==> src/rtl/tpu_avalon_slave.sv <==
// Avalon-MM slave bridging the HPS bus to the TPU memories and command sequencer.
// One window holds the CSRs and the input/weight/output memories; wide TPU rows are split into bus beats.
module tpu_avalon_slave #(
  parameter int DATA_WIDTH   = 64,
  parameter int WIDTH_HEIGHT = 16,
  parameter int ADDR_WIDTH   = 10,
  parameter int TIMEOUT      = 4096,
  parameter int RST_CYCLES   = 4
) (
  input  logic                        clk,
  input  logic                        reset,
  input  logic [ADDR_WIDTH-1:0]       slave_address,
  input  logic                        slave_read,
  input  logic                        slave_write,
  input  logic [DATA_WIDTH-1:0]       slave_writedata,
  input  logic [DATA_WIDTH/8-1:0]     slave_byteenable,
  output logic [DATA_WIDTH-1:0]       slave_readdata,
  output logic                        slave_readdatavalid,
  output logic                        tpu_reset,
  output logic                        tpu_active,
  output logic                        fill_fifo,
  output logic                        drain_fifo,
  output logic [WIDTH_HEIGHT-1:0]     inputMem_wr_en,
  output logic [WIDTH_HEIGHT-1:0]     weightMem_wr_en,
  output logic [WIDTH_HEIGHT-1:0]     outputMem_rd_en,
  output logic [8*WIDTH_HEIGHT-1:0]   inputMem_wr_addr,
  output logic [8*WIDTH_HEIGHT-1:0]   weightMem_wr_addr,
  output logic [8*WIDTH_HEIGHT-1:0]   outputMem_rd_addr,
  output logic [8*WIDTH_HEIGHT-1:0]   inputMem_wr_data,
  output logic [8*WIDTH_HEIGHT-1:0]   weightMem_wr_data,
  input  logic [8*WIDTH_HEIGHT-1:0]   outputMem_rd_data,
  output logic [7:0]                  inputMem_rd_addr_base,
  output logic [7:0]                  weightMem_rd_addr_base,
  output logic [7:0]                  outputMem_wr_addr_base,
  input  logic                        mem_to_fifo_done,
  input  logic                        fifo_to_arr_done,
  input  logic                        output_done
);

  localparam int BPW   = DATA_WIDTH / 8;
  localparam int BEATS = (WIDTH_HEIGHT / BPW > 1) ? WIDTH_HEIGHT / BPW : 1;
  localparam int LGB   = $clog2(BEATS);
  localparam int OFFW  = ADDR_WIDTH - 2;

  typedef enum logic [2:0] {
    IDLE      = 3'd0,
    FILL_FIFO = 3'd1,
    FILL_ARR  = 3'd2,
    MULTIPLY  = 3'd3,
    SRST      = 3'd4
  } stateT;

  stateT state, stateNext;

  logic [1:0]            region;
  logic [OFFW-1:0]       offset;
  logic [OFFW-1:0]       beatIdx;
  logic [7:0]            rowAddr;
  logic [7:0]            cmdCode;
  logic                  busy;
  logic                  csrWrite, cmdWrite, cmdValid, cmdAccept, cmdErr;
  logic                  memWrite, memWriteErr, outRead, statusRead;
  logic                  doneHit, abortHit, timeoutNow;
  logic [15:0]           rstCnt;
  logic [31:0]           cycles;
  logic                  doneFlag, errFlag, timeoutFlag;
  logic [DATA_WIDTH-1:0] csrRdata, csrData1, outSlice;
  logic                  rdValid1, rdOut1;
  logic [OFFW-1:0]       rdBeat1;

  assign region     = slave_address[ADDR_WIDTH-1 -: 2];
  assign offset     = slave_address[OFFW-1:0];
  assign beatIdx    = offset & OFFW'(BEATS - 1);
  assign rowAddr    = 8'(offset >> LGB);
  assign cmdCode    = slave_writedata[7:0];
  assign busy       = (state != IDLE);

  assign csrWrite    = slave_write && (region == 2'b00);
  assign cmdWrite    = csrWrite && (offset == OFFW'(0));
  assign cmdValid    = cmdCode inside {8'h01, 8'h02, 8'h03, 8'h0F};
  assign cmdAccept   = cmdWrite && cmdValid && !busy;
  assign cmdErr      = cmdWrite && (busy || !cmdValid);
  assign memWrite    = slave_write && ((region == 2'b01) || (region == 2'b10));
  assign memWriteErr = memWrite && busy;
  assign outRead     = slave_read && (region == 2'b11);
  assign statusRead  = slave_read && (region == 2'b00) && (offset == OFFW'(1));
  assign timeoutNow  = (TIMEOUT != 0) && (cycles == 32'(TIMEOUT - 1));

  assign inputMem_wr_addr  = {WIDTH_HEIGHT{rowAddr}};
  assign weightMem_wr_addr = {WIDTH_HEIGHT{rowAddr}};
  assign outputMem_rd_addr = {WIDTH_HEIGHT{rowAddr}};

  // Column c belongs to beat c/BPW and is fed from byte lane c%BPW; writes are dropped while a command runs.
  always_comb begin
    inputMem_wr_en    = '0;
    weightMem_wr_en   = '0;
    outputMem_rd_en   = '0;
    inputMem_wr_data  = '0;
    weightMem_wr_data = '0;
    for (int c = 0; c < WIDTH_HEIGHT; c++) begin
      inputMem_wr_en[c]  = memWrite && !busy && !reset && (region == 2'b01) &&
                           (beatIdx == OFFW'(c / BPW)) && slave_byteenable[c % BPW];
      weightMem_wr_en[c] = memWrite && !busy && !reset && (region == 2'b10) &&
                           (beatIdx == OFFW'(c / BPW)) && slave_byteenable[c % BPW];
      outputMem_rd_en[c] = outRead && !reset && (beatIdx == OFFW'(c / BPW));
      inputMem_wr_data[8*c +: 8]  = slave_writedata[8*(c % BPW) +: 8];
      weightMem_wr_data[8*c +: 8] = slave_writedata[8*(c % BPW) +: 8];
    end
  end

  // Command sequencer: each busy state holds its TPU strobe until the matching done pulse or the timeout.
  always_comb begin
    stateNext  = state;
    tpu_reset  = 1'b0;
    tpu_active = 1'b0;
    fill_fifo  = 1'b0;
    drain_fifo = 1'b0;
    doneHit    = 1'b0;
    abortHit   = 1'b0;
    case (state)
      IDLE: begin
        if (cmdAccept) begin
          case (cmdCode)
            8'h01:   stateNext = FILL_FIFO;
            8'h02:   stateNext = FILL_ARR;
            8'h03:   stateNext = MULTIPLY;
            8'h0F:   stateNext = SRST;
            default: stateNext = IDLE;
          endcase
        end
      end
      FILL_FIFO: begin
        fill_fifo = 1'b1;
        if (mem_to_fifo_done) begin
          stateNext = IDLE;
          doneHit   = 1'b1;
        end else if (timeoutNow) begin
          stateNext = IDLE;
          abortHit  = 1'b1;
        end
      end
      FILL_ARR: begin
        drain_fifo = 1'b1;
        if (fifo_to_arr_done) begin
          stateNext = IDLE;
          doneHit   = 1'b1;
        end else if (timeoutNow) begin
          stateNext = IDLE;
          abortHit  = 1'b1;
        end
      end
      MULTIPLY: begin
        tpu_active = 1'b1;
        if (output_done) begin
          stateNext = IDLE;
          doneHit   = 1'b1;
        end else if (timeoutNow) begin
          stateNext = IDLE;
          abortHit  = 1'b1;
        end
      end
      SRST: begin
        tpu_reset = 1'b1;
        if (rstCnt == 16'(RST_CYCLES - 1)) stateNext = IDLE;
      end
      default: stateNext = IDLE;
    endcase
  end

  always_ff @(posedge clk or posedge reset) begin
    if (reset) begin
      state  <= IDLE;
      rstCnt <= '0;
    end else begin
      state  <= stateNext;
      rstCnt <= (state == SRST && stateNext == SRST) ? rstCnt + 16'd1 : '0;
    end
  end

  // Later assignments win, so a flag being set beats a STATUS read clearing it in the same cycle.
  always_ff @(posedge clk or posedge reset) begin
    if (reset) begin
      cycles                 <= '0;
      doneFlag               <= 1'b0;
      errFlag                <= 1'b0;
      timeoutFlag            <= 1'b0;
      inputMem_rd_addr_base  <= '0;
      weightMem_rd_addr_base <= '0;
      outputMem_wr_addr_base <= '0;
    end else begin
      if (cmdAccept) cycles <= '0;
      else if (busy) cycles <= cycles + 32'd1;
      if (statusRead) begin
        doneFlag    <= 1'b0;
        errFlag     <= 1'b0;
        timeoutFlag <= 1'b0;
      end
      if (cmdAccept) begin
        doneFlag <= 1'b0;
        if (cmdCode == 8'h0F) begin
          errFlag                <= 1'b0;
          timeoutFlag            <= 1'b0;
          inputMem_rd_addr_base  <= '0;
          weightMem_rd_addr_base <= '0;
          outputMem_wr_addr_base <= '0;
        end
      end
      if (csrWrite && slave_byteenable[0]) begin
        case (offset)
          OFFW'(2): inputMem_rd_addr_base  <= slave_writedata[7:0];
          OFFW'(3): weightMem_rd_addr_base <= slave_writedata[7:0];
          OFFW'(4): outputMem_wr_addr_base <= slave_writedata[7:0];
          default: ;
        endcase
      end
      if (doneHit) doneFlag <= 1'b1;
      if (cmdErr || memWriteErr || abortHit) errFlag <= 1'b1;
      if (abortHit) timeoutFlag <= 1'b1;
    end
  end

  always_comb begin
    csrRdata = '0;
    if (region == 2'b00) begin
      case (offset)
        OFFW'(1): csrRdata = DATA_WIDTH'({state, timeoutFlag, errFlag, doneFlag, busy});
        OFFW'(2): csrRdata = DATA_WIDTH'(inputMem_rd_addr_base);
        OFFW'(3): csrRdata = DATA_WIDTH'(weightMem_rd_addr_base);
        OFFW'(4): csrRdata = DATA_WIDTH'(outputMem_wr_addr_base);
        OFFW'(5): csrRdata = DATA_WIDTH'(cycles);
        default:  csrRdata = '0;
      endcase
    end
  end

  always_comb begin
    outSlice = '0;
    for (int b = 0; b < BEATS; b++) begin
      if (rdBeat1 == OFFW'(b)) outSlice = outputMem_rd_data[b*DATA_WIDTH +: DATA_WIDTH];
    end
  end

  // Two-stage read pipeline: CSR values are captured at accept, memory rows arrive one cycle later.
  always_ff @(posedge clk or posedge reset) begin
    if (reset) begin
      rdValid1            <= 1'b0;
      rdOut1              <= 1'b0;
      rdBeat1             <= '0;
      csrData1            <= '0;
      slave_readdatavalid <= 1'b0;
      slave_readdata      <= '0;
    end else begin
      rdValid1            <= slave_read;
      rdOut1              <= outRead;
      rdBeat1             <= beatIdx;
      csrData1            <= csrRdata;
      slave_readdatavalid <= rdValid1;
      slave_readdata      <= rdValid1 ? (rdOut1 ? outSlice : csrData1) : '0;
    end
  end

endmodule
==> config.mk <==
export PLATFORM = sky130hd
export DESIGN_NAME = tpu_avalon_slave
export DESIGN_NICKNAME = d
export VERILOG_FILES = /design/src/rtl/tpu_avalon_slave.sv
export SDC_FILE = /design/constraint.sdc
export NUM_CORES = 1
export LEC_CHECK = 0
export BUFFER_PORTS_ARGS = -buffer_cell sky130_fd_sc_hd__clkbuf_2
export CAP_MARGIN = 20
export CORE_AREA = 3 3 389 391
export CTS_CLUSTER_DIAMETER = 40
export DETAILED_ROUTE_END_ITERATION = 8
export DIE_AREA = 0 0 392 394
export HOLD_SLACK_MARGIN = 0.08
export PLACE_DENSITY_LB_ADDON = 0.12
export SYNTH_ARGS = -nofsm -noshare
export SYNTH_HDL_FRONTEND = slang
export SYNTH_SLANG_ARGS = --single-unit
==> constraint.sdc <==
create_clock -name clk -period 5.2 [get_ports clk]
set_input_delay 0.26 -clock clk [delete_from_list [all_inputs] [get_ports clk]]
set_output_delay 0.26 -clock clk [all_outputs]
set_load 0.03 [all_outputs]
==> run metrics, run 1 <==
main combinational cell family by area after synthesis=buffers and inverters; highest routed layer=met5; Max Slew Vio Count=0; CTS tree=built; H-tree depth=4; EDFF count, synth=0; row cnt=141; Synth Area in Adders=0.005671; Setup Fix Bufs, Post-CTS=0; grt total ovfl=0; synth top area cells=buf_4 37%, dfrtp_1 34%, mux2i_1 5.6%, and2_1 2.8%, o211a_1 2.4%; routed length on met2=33.30 mm; I/O Pins=998; first-pass GRT wire length=84.61 mm; Port Buffers=669; Commonest cells post-synth=654 x buf_4, 178 x dfrtp_1, 79 x nor2_1; largest net degree at the start of global routing=129; Multi-input gate area=3854 um^2; TritonCTS Buffers=17; clock latency on the worst-skew pair=0.49 ns; Starting DRT DRC Count=345; mean area per synthesized cell=9.194 um^2; post-synthesis mux area share=0.05850; library cells used by synthesis=53; Post-CTS Hold Buffers=85; NetSw=1300 uW; min setup slack post-route=1.963 ns; Synth Area in Simple Gates=0.1249; Synth async-reset ratio=1.000; Die Width=392 um; outcome=complete, no violations; routed length per instance=18.24 um; logic gate share of total power=0.243; initial antenna violation count=10; Initial Utilization=0.08955; share of the synthesized area in the top cell type=0.3709; most common flop cell mapped by yosys=dfrtp_1; Compound-Gate Fraction of Synth Area=0.08024; Crit. End Element=primary output; P_int=2448 uW; clock power share=0.380; Die ar.=154400 um^2; Cell Pwr Density=237.9 nW/um^2; Resized Gates After CTS=0; clock buffer depth=2; final RePlAce weighted congestion=0.6908; leakage=0.007934 uW; core area=147800 um^2; final setup vio count=0; remaining antenna violation count after routing=0; nets@finish=1809; IR Drop Worst-Case VDD=0.2271 mV; Critical Path AT=2.98 ns; met1 wire length=22.69 mm; dominant cell type by area after synthesis=buf_4; Root Driver=clkbuf_16; Final Hold Fails=0; crit start category=register; via count=9570; sequential fraction of design power=0.377; layout cell share with drive strength beyond 1=0.4571; met3 WL=6.346 mm; most used standard cell by instance count after synthesis=buf_4; clk_skew=0.02039 ns; GRT Total Usage=0.07999; hold_ws=0.1496 ns; Filler Cell Count=17103; Worst Tran Pin Value=0.9011 ns; FF+latch count, synth=178; Post-Synth XOR/XNOR Area=0.007939; Worst Hold Class=in -> reg; mapped cell area=13240 um^2; Vias/cell=2.713; # Max-Cap Violations=0; DRT Pass-1 Iters=4; Die Y=394 um; Area Growth Syn to Fin=19.03%; Period minus WS final=3.237 ns; Final Util=0.1066; Syn Inst Count=1440; DRC=0; Ys Warns=0; Sequential Area=4459 um^2; Post-DP HPWL=53.45 mm; worst-path fanout max=12; final wirelength=64.37 mm; part of the Yosys area used for sequential elements=0.3365; RSZ-0062 raised after global routing=false; Sink Count=178; pre-CTS setup slack=2.073 ns; Final period util=0.6226; sw frac=0.3469; CTS clk-pin slew, worst paths=0.08 ns; vias in the first global route=9757; Critical Path RT=4.94 ns; slew margin rel.=0.3966; Highest Clock Rate=0.3089 GHz; Setup CP Type=reg -> out; setup TNS=0 ns
==> stage by stage <==
stage	power, uW	std cells	area [um^2]
2_1_floorplan	2502	1487	13420
3_3_place_gp	2326	3411	14260
3_5_place_dp	2319	3412	14290
4_1_cts	3892	3527	15760
5_1_grt	3951	3527	15760
6_report	3748	3528	15760
==> power by group through the flow <==
stage	Combinational, uW	Sequential, uW	Clock [uW]
after floorplan	1040	1460	0
final	911	1410	1420
after global placement	884	1440	0
after CTS	940	1410	1540
after global routing	972	1420	1560
after detailed placement	876	1440	0
==> worst max-delay path, cell delays in order (launching register included) <==
cell and delay [ns]:
dfrtp_1 0.50, or3_1 0.62, nor2_1 0.21, nand3_1 0.29, nor2_1 0.45, and2_1 0.20
clkbuf_2 0.20
==> logic make-up after synthesis <==
kind of cell | Yosys count
AO/OA/AOI/OAI | 138
other | 1
buffers and inverters | 704
multiplexers | 77
XOR/XNOR | 12
adder cells (fa/ha/maj) | 6
flip-flops | 178
AND/OR/NAND/NOR | 324
==> registers in the layout, indices dropped and copies added (netlist names), 3 cells and up <==
signal	cells
inputMem_rd_addr_base	8
slave_readdata	64
rstCnt	16
outputMem_wr_addr_base	8
cycles	32
state	3
csrData1	32
weightMem_rd_addr_base	8
==> layer usage <==
metal	GRT usage	vias up
met5	0.01066	-
met2	0.1470	680
met1	0.07893	4459
li1	-	4371
met4	0.02938	2
met3	0.03316	58
==> layout make-up <==
cell class | count | area share
antenna | 1 | 0.0001588
clock inverter | 12 | 0.01167
timing repair buffer | 771 | 0.2766
multi-input combinational | 605 | 0.2445
tap | 1930 | 0.1532
inverter | 13 | 0.003573
sequential | 178 | 0.2830
clock buffer | 18 | 0.02723
==> cells in the final DEF (no fill, tap or decap), types with 32 or more instances in the layout <==
cell | synthesis | layout
o211a_1 | 32 | 32
and2_1 | 59 | 59
mux2i_1 | 74 | 74
nand2_1 | 66 | 66
dlygate4sd3_1 | 0 | 85
nand3_1 | 45 | 45
clkbuf_2 | 0 | 669
conb_1 | 1 | 48
dfrtp_1 | 178 | 176
nor2_1 | 79 | 79
==> final timing paths <==
| check | start | end | slack [ns] | depth (start not counted) |
|---|---|---|---|---|
| min in group asynchronous | reset | weightMem_rd_addr_base[4] | 0.41 | 3 |
| max in group asynchronous | reset | slave_readdata[25] | 3.58 | 4 |
| worst max register to register | state[0] | weightMem_rd_addr_base[2] | 2.50 | 5 |
| worst min register to register | csrData1[9] | slave_readdata[9] | 0.48 | 1 |
| worst min-delay path | outputMem_rd_data[2] | slave_readdata[2] | 0.15 | 4 |
| worst max-delay path | state[0] | inputMem_wr_en[8] | 1.96 | 6 |
No activity file was read; power rests on OpenSTA's default activity.
==> inputs of run 2 (changes only) <==
--- a/config.mk
+++ b/config.mk
@@ -7,10 +7,10 @@
 export LEC_CHECK = 0
 export BUFFER_PORTS_ARGS = -buffer_cell sky130_fd_sc_hd__clkbuf_2
 export CAP_MARGIN = 20
-export CORE_AREA = 3 3 389 391
+export CORE_AREA = 3 3 392 394
 export CTS_CLUSTER_DIAMETER = 40
 export DETAILED_ROUTE_END_ITERATION = 8
-export DIE_AREA = 0 0 392 394
+export DIE_AREA = 0 0 395 397
 export HOLD_SLACK_MARGIN = 0.08
 export PLACE_DENSITY_LB_ADDON = 0.12
 export SYNTH_ARGS = -nofsm -noshare
==> constraint.sdc (replaced) <==
create_clock -name clk -period 3.21 [get_ports clk]
set_input_delay 0.1605 -clock clk [delete_from_list [all_inputs] [get_ports clk]]
set_output_delay 0.1605 -clock clk [all_outputs]
set_load 0.03 [all_outputs]
==> run metrics, run 2 (synthesized netlist as in run 1, its figures left out) <==
RSZ-0062 raised after global routing=false; Critical Path AT=2.71 ns (-0.27 ns); reg2reg end=weightMem_rd_addr_base[3]; clock buffer depth=2 (unchanged); final RePlAce weighted congestion=0.7434 (+7.6%); reg-to-reg setup timing slack=0.70 ns (-1.80 ns); sw frac=0.3653 (+0.01845); Worst Hold Class=in -> reg; core area=150100 um^2 (+1.6%); Crit. End Element=primary output; first-pass GRT wire length=86.27 mm (+2.0%); remaining antenna violation count after routing=0 (unchanged); Die ar.=156800 um^2 (+1.5%); commonest cells after routing, fill and taps aside=669 x clkbuf_2, 176 x dfrtp_1, 135 x dlygate4sd3_1; nets@finish=1879 (+3.9%); leading cell type in the layout, fill and taps excluded=clkbuf_2; DRT Pass-1 Iters=6 (+2); Sink Count=178 (unchanged); setup TNS=0 ns (unchanged); Period minus WS final=2.869 ns; Die Width=395 um (+0.77%); Vias/cell=2.649 (-2.3%); Critical Path Start=state[0]; routed length per instance=17.71 um (-2.9%); Port Buffers=669 (unchanged); crit start category=register; clock latency on the worst-skew pair=0.49 ns (about the same); Area Growth Syn to Fin=25.01%; hold_ws=0.1220 ns (-0.02754 ns); clk_skew=0.01200 ns (-0.008397 ns); GRT Total Usage=0.07965 (-0.0003334); logic gate share of total power=0.250 (+0.007); Power Total=6171 uW (+65%); CTS tree=built; via count=9771 (+2.1%); Hold Path Stages=2 (-2); initial antenna violation count=6 (-4); Max Slew Vio Count=0 (unchanged); IR Drop Worst-Case VDD=0.3111 mV (+37%); leakage=0.008261 uW (+4.1%); H-tree depth=4 (unchanged); most flop-heavy register=slave_readdata; Cell Pwr Density=372.9 nW/um^2 (+57%); CTS clk-pin slew, worst paths=0.09 ns (about the same); clock power share=0.379 (about the same); Worst Setup EP=weightMem_wr_en[3]; NetSw=2254 uW (+73%); Final period util=0.8939; Critical Path RT=3.05 ns (-1.89 ns); Root Driver=clkbuf_16; Starting DRT DRC Count=456 (+32%); TritonCTS Buffers=17 (unchanged); row cnt=142 (+0.71%); I/O Pins=998 (unchanged); final wirelength=65.30 mm (+1.5%); reg-to-reg critical path startpoint=state[0]; Setup Fix Bufs, Post-CTS=0 (unchanged); largest net degree at the start of global routing=70 (-46%); DRC=0 (unchanged); R2R depth=5 (unchanged); Final Hold Fails=0 (unchanged); Initial Utilization=0.08818 (-0.001367); outcome=complete, no violations; Post-DP HPWL=54.57 mm (+2.1%); # Max-Cap Violations=0 (unchanged); vias in the first global route=9773 (+0.16%); Largest register FFs=64 (unchanged); worst-path fanout max=11 (-1); P_int=3917 uW (+60%); grt total ovfl=0 (unchanged); final setup vio count=0 (unchanged); layout cell share with drive strength beyond 1=0.4524 (-0.004740); Highest Clock Rate=0.3485 GHz; sequential fraction of design power=0.371 (-0.006); Worst Tran Pin Value=0.8885 ns (-0.01261 ns); largest registers=slave_readdata: 64 flops, csrData1: 32 flops, cycles: 32 flops; Die Y=397 um (+0.76%); Setup CP Type=reg -> out; slew margin rel.=0.4077 (+0.01112)
-- run 2: cell types whose count changed in the layout (fill, tap and decap cells not counted), sizes merged --
cell | before | now
buf | 17 | 37
diode | 1 | 3
clkinv | 3 | 4
clkbuf | 687 | 686
inv | 14 | 20
dlygate4sd3 | 85 | 135
clkinvlp | 4 | 2
bufinv | 4 | 2
-- run 2: layer usage --
layer	GRT usage	vias up	wire length, um
li1	-	4516	-
met1	0.07564	4505	22150
met2	0.1428	693	33370
met3	0.04355	53	7472
met4	0.02795	4	2016
met5	0.01509	-	291
-- run 2: worst max-delay path, stage by stage, from the launching register on --
cell and delay, ns:
dfrtp_1 0.50, or3_1 0.49, nor2_1 0.19, nand3_1 0.32
nor2_2 0.33, and2_1 0.17, clkbuf_2 0.20
-- run 2: power groups by stage --
stage               clock, uW  sequential [uW]  combinational [uW]
floorplan                   0             2360                1690
global placement            0             2340                1430
detailed placement          0             2340                1420
CTS                      2490             2290                1590
global route             2560             2290                1650
finish                   2340             2290                1540
-- run 2: cell type report --
class                   count  area, um^2
fillers                 17313      133600
inverters                  13       52.55
clock buffers              17       425.4
multi-input cells         605        3859
flip-flops and latches    178        4459
repair buffers            841        5035
diodes                      3       7.507
clock inverters            15       188.9
well taps                2016        2522
-- run 2: metrics by stage --
step / std cells / setup slack, ns / utilization / cell area [um^2]
finish: 3688 / 0.3407 / 0.1102 / 16550
CTS: 3685 / 0.05527 / 0.1102 / 16540
global route: 3685 / 0.01095 / 0.1102 / 16540
detailed placement: 3518 / 0.5238 / 0.09706 / 14570
floorplan: 1487 / 0.7689 / - / 13420
global placement: 3517 / 0.6177 / 0.09687 / 14540
-- run 2: worst min path at each step --
stage	start	end	slack, ns
after floorplan	slave_address[0]	rdBeat1[0]	0.19
after global placement	slave_writedata[45]	inputMem_wr_data[45]	0.32
after detailed placement	slave_writedata[45]	inputMem_wr_data[45]	0.32
after CTS	slave_writedata[6]	outputMem_wr_addr_base[6]	0.1
after global routing	slave_writedata[6]	outputMem_wr_addr_base[6]	0.12
final	slave_writedata[6]	outputMem_wr_addr_base[6]	0.12
-- run 2: timing repair --
action | in CTS | in global routing
setup endpoints to repair | 8 | 8
gates resized for setup | 1 | 1
gates cloned | 0 | 0
hold buffers | 135 | 0
endpoints found under the hold margin | 96 | 0
==> inputs of run 3 (changes only) <==
==> constraint.sdc (replaced) <==
create_clock -name clk -period 3.21 [get_ports clk]
set_input_delay 0 -clock clk [delete_from_list [all_inputs] [get_ports clk]]
set_output_delay 0 -clock clk [all_outputs]
set_load 0.03 [all_outputs]
==> run metrics, run 3 (synthesized netlist as in run 1, its figures left out) <==
Root Driver=clkbuf_16; Worst Hold Class=in -> out; Critical Path Start=state[0]; Die ar.=156800 um^2 (unchanged); vias in the first global route=10204 (+4.4%); RSZ-0062 raised after global routing=false; highest routed layer=met4; final RePlAce weighted congestion=0.7466 (+0.43%); clk_skew=0.01494 ns (+0.002942 ns); outcome=complete, no violations; reg2reg end=outputMem_wr_addr_base[5]; IR Drop Worst-Case VDD=0.3047 mV (-2.1%); Die Width=395 um (unchanged); first-pass GRT wire length=88.02 mm (+2.0%); CTS tree=built; H-tree depth=4 (unchanged); Worst Setup EP=outputMem_wr_addr_base[5]; Max Slew Vio Count=0 (unchanged); setup TNS=0 ns (unchanged); Highest Clock Rate=0.3311 GHz (-5.0%); Filler Cell Count=17255 (-0.34%); hold_ws=0.1530 ns (+0.03092 ns); reg-to-reg setup timing slack=0.19 ns (-0.51 ns); Setup Fix Bufs, Post-CTS=0 (unchanged); TritonCTS Buffers=17 (unchanged); most flop-heavy register=slave_readdata; DRC=0 (unchanged); Crit. End Element=register; # Max-Cap Violations=0 (unchanged); Critical Path RT=3.59 ns (+0.54 ns); Period minus WS final=3.020 ns (+0.1506 ns); routed length per instance=17.65 um (-0.32%); routed length on met2=34.66 mm (+3.8%); Area Growth Syn to Fin=33.64%; Starting DRT DRC Count=415 (-9.0%); Die Y=397 um (unchanged); worst-path fanout max=12 (+1); Setup CP Type=reg -> reg; final setup vio count=0 (unchanged); Critical Path AT=3.40 ns (+0.69 ns); I/O Pins=998 (unchanged); pre-CTS setup slack=0.5675 ns (+0.04364 ns); crit start category=register; Multi-input gate area=3859 um^2 (unchanged); DRT Pass-1 Iters=4 (-2); reg-to-reg critical path startpoint=state[0]; GRT Total Usage=0.08094 (+0.001283); CTS clk-pin slew, worst paths=0.09 ns (about the same); leakage=0.008790 uW (+6.4%); Initial Utilization=0.08818 (unchanged); commonest cells after routing, fill and taps aside=669 x clkbuf_2, 176 x dfrtp_1, 154 x dlygate4sd3_1; initial antenna violation count=8 (+2); Cell Pwr Density=372.3 nW/um^2 (-0.15%); remaining antenna violation count after routing=0 (unchanged); met3 WL=4.090 mm (-45%); nets@finish=1946 (+3.6%); clock buffer depth=2 (unchanged); slew margin rel.=0.1998 (-0.2078); R2R depth=7 (+2); Sequential Area=4459 um^2 (unchanged); layout cell share with drive strength beyond 1=0.4620 (+0.009615); largest registers=slave_readdata: 64 flops, csrData1: 32 flops, cycles: 32 flops; met1 wire length=26.08 mm (+18%); Sink Count=178 (unchanged); largest net degree at the start of global routing=65 (-7.1%); Final Hold Fails=0 (unchanged); Vias/cell=2.665 (+0.60%); grt total ovfl=0 (unchanged); min setup slack post-route=0.1901 ns (-0.1506 ns); row cnt=142 (unchanged); leading cell type in the layout, fill and taps excluded=clkbuf_2; Worst Tran Pin Value=1.196 ns (+0.3078 ns); final wirelength=66.24 mm (+1.4%); Port Buffers=669 (unchanged); Largest register FFs=64 (unchanged); Final period util=0.9408 (+0.04692); core area=150100 um^2 (unchanged); clock latency on the worst-skew pair=0.49 ns (about the same); via count=10003 (+2.4%); Post-DP HPWL=54.67 mm (+0.17%)
[run 3: cell count changes in the layout (fill, tap and decap cells not counted)]
cell | previous run | this run
buf_12 | 3 | 53
dlygate4sd3_1 | 135 | 154
buf_4 | 33 | 31
bufinv_16 | 2 | 0
diode_2 | 3 | 1
inv_8 | 5 | 7
nor2_1 | 77 | 79
nor2_2 | 4 | 2
clkinv_4 | 1 | 2
clkinv_8 | 1 | 2
clkinvlp_4 | 2 | 1
inv_6 | 4 | 3
or3_1 | 6 | 5
or3_4 | 0 | 1
[run 3: worst max-delay path, cell delays in order (launching register included)]
cell and delay, ns:
dfrtp_1 0.50, or3_4 0.51, or4_1 0.61, nor2_1 0.30
nor2_1 0.09, buf_4 0.17, a22o_1 0.17, dlygate4sd3_1 0.55
[run 3: metrics by stage]
stage                     instance area [um^2]  power (uW)     util  std cells
after CTS                                17680        6822   0.1178       3752
after global routing                     17690        6938   0.1178       3752
after global placement                   14530        3768  0.09677       3515
after floorplan                          13420        4054        -       1487
final                                    17690        6587   0.1178       3753
after detailed placement                 14560        3759  0.09696       3516
[run 3: final cells by class]
| class | instances | share of cell area |
|---|---|---|
| well taps | 2016 | 0.1426 |
| diodes | 1 | 0.0001414 |
| clock inverters | 15 | 0.009052 |
| multi-input cells | 605 | 0.2181 |
| inverters | 13 | 0.002970 |
| repair buffers | 908 | 0.3511 |
| flip-flops and latches | 178 | 0.2521 |
| clock buffers | 17 | 0.02405 |
[run 3: worst min-delay path by stage]
stage,start,end,slack (ns),cells after the start
global route,slave_address[7],csrData1[2],0.12,4
floorplan,slave_address[0],rdBeat1[0],0.03,0
global placement,slave_writedata[45],inputMem_wr_data[45],0.0005,0
detailed placement,slave_writedata[45],inputMem_wr_data[45],0.0005,0
CTS,slave_address[7],csrData1[2],0.09,4
finish,slave_writedata[35],inputMem_wr_data[99],0.15,1
[run 3: power by group]
| group | switching [uW] | internal, uW | total (uW) | leakage [uW] |
|---|---|---|---|---|
| logic | 1510 | 607 | 2120 | 0.00606 |
| clock network | 1130 | 1050 | 2180 | 0.000291 |
| registers | 24.5 | 2260 | 2290 | 0.00244 |
[run 3: routing by layer]
| metal | global-route usage | vias up |
|---|---|---|
| met3 | 0.02051 | 37 |
| met1 | 0.09248 | 4716 |
| met4 | 0.02420 | 0 |
| met2 | 0.1473 | 574 |
| li1 | - | 4676 |
| met5 | 0 | - |
[run 3: what timing repair did]
item                                    CTS  global route
hold endpoints to repair                379             0
endpoints found under the setup margin   16            33
pin swaps                                 0             0
hold buffers                            204             0
resized for setup                         0             1
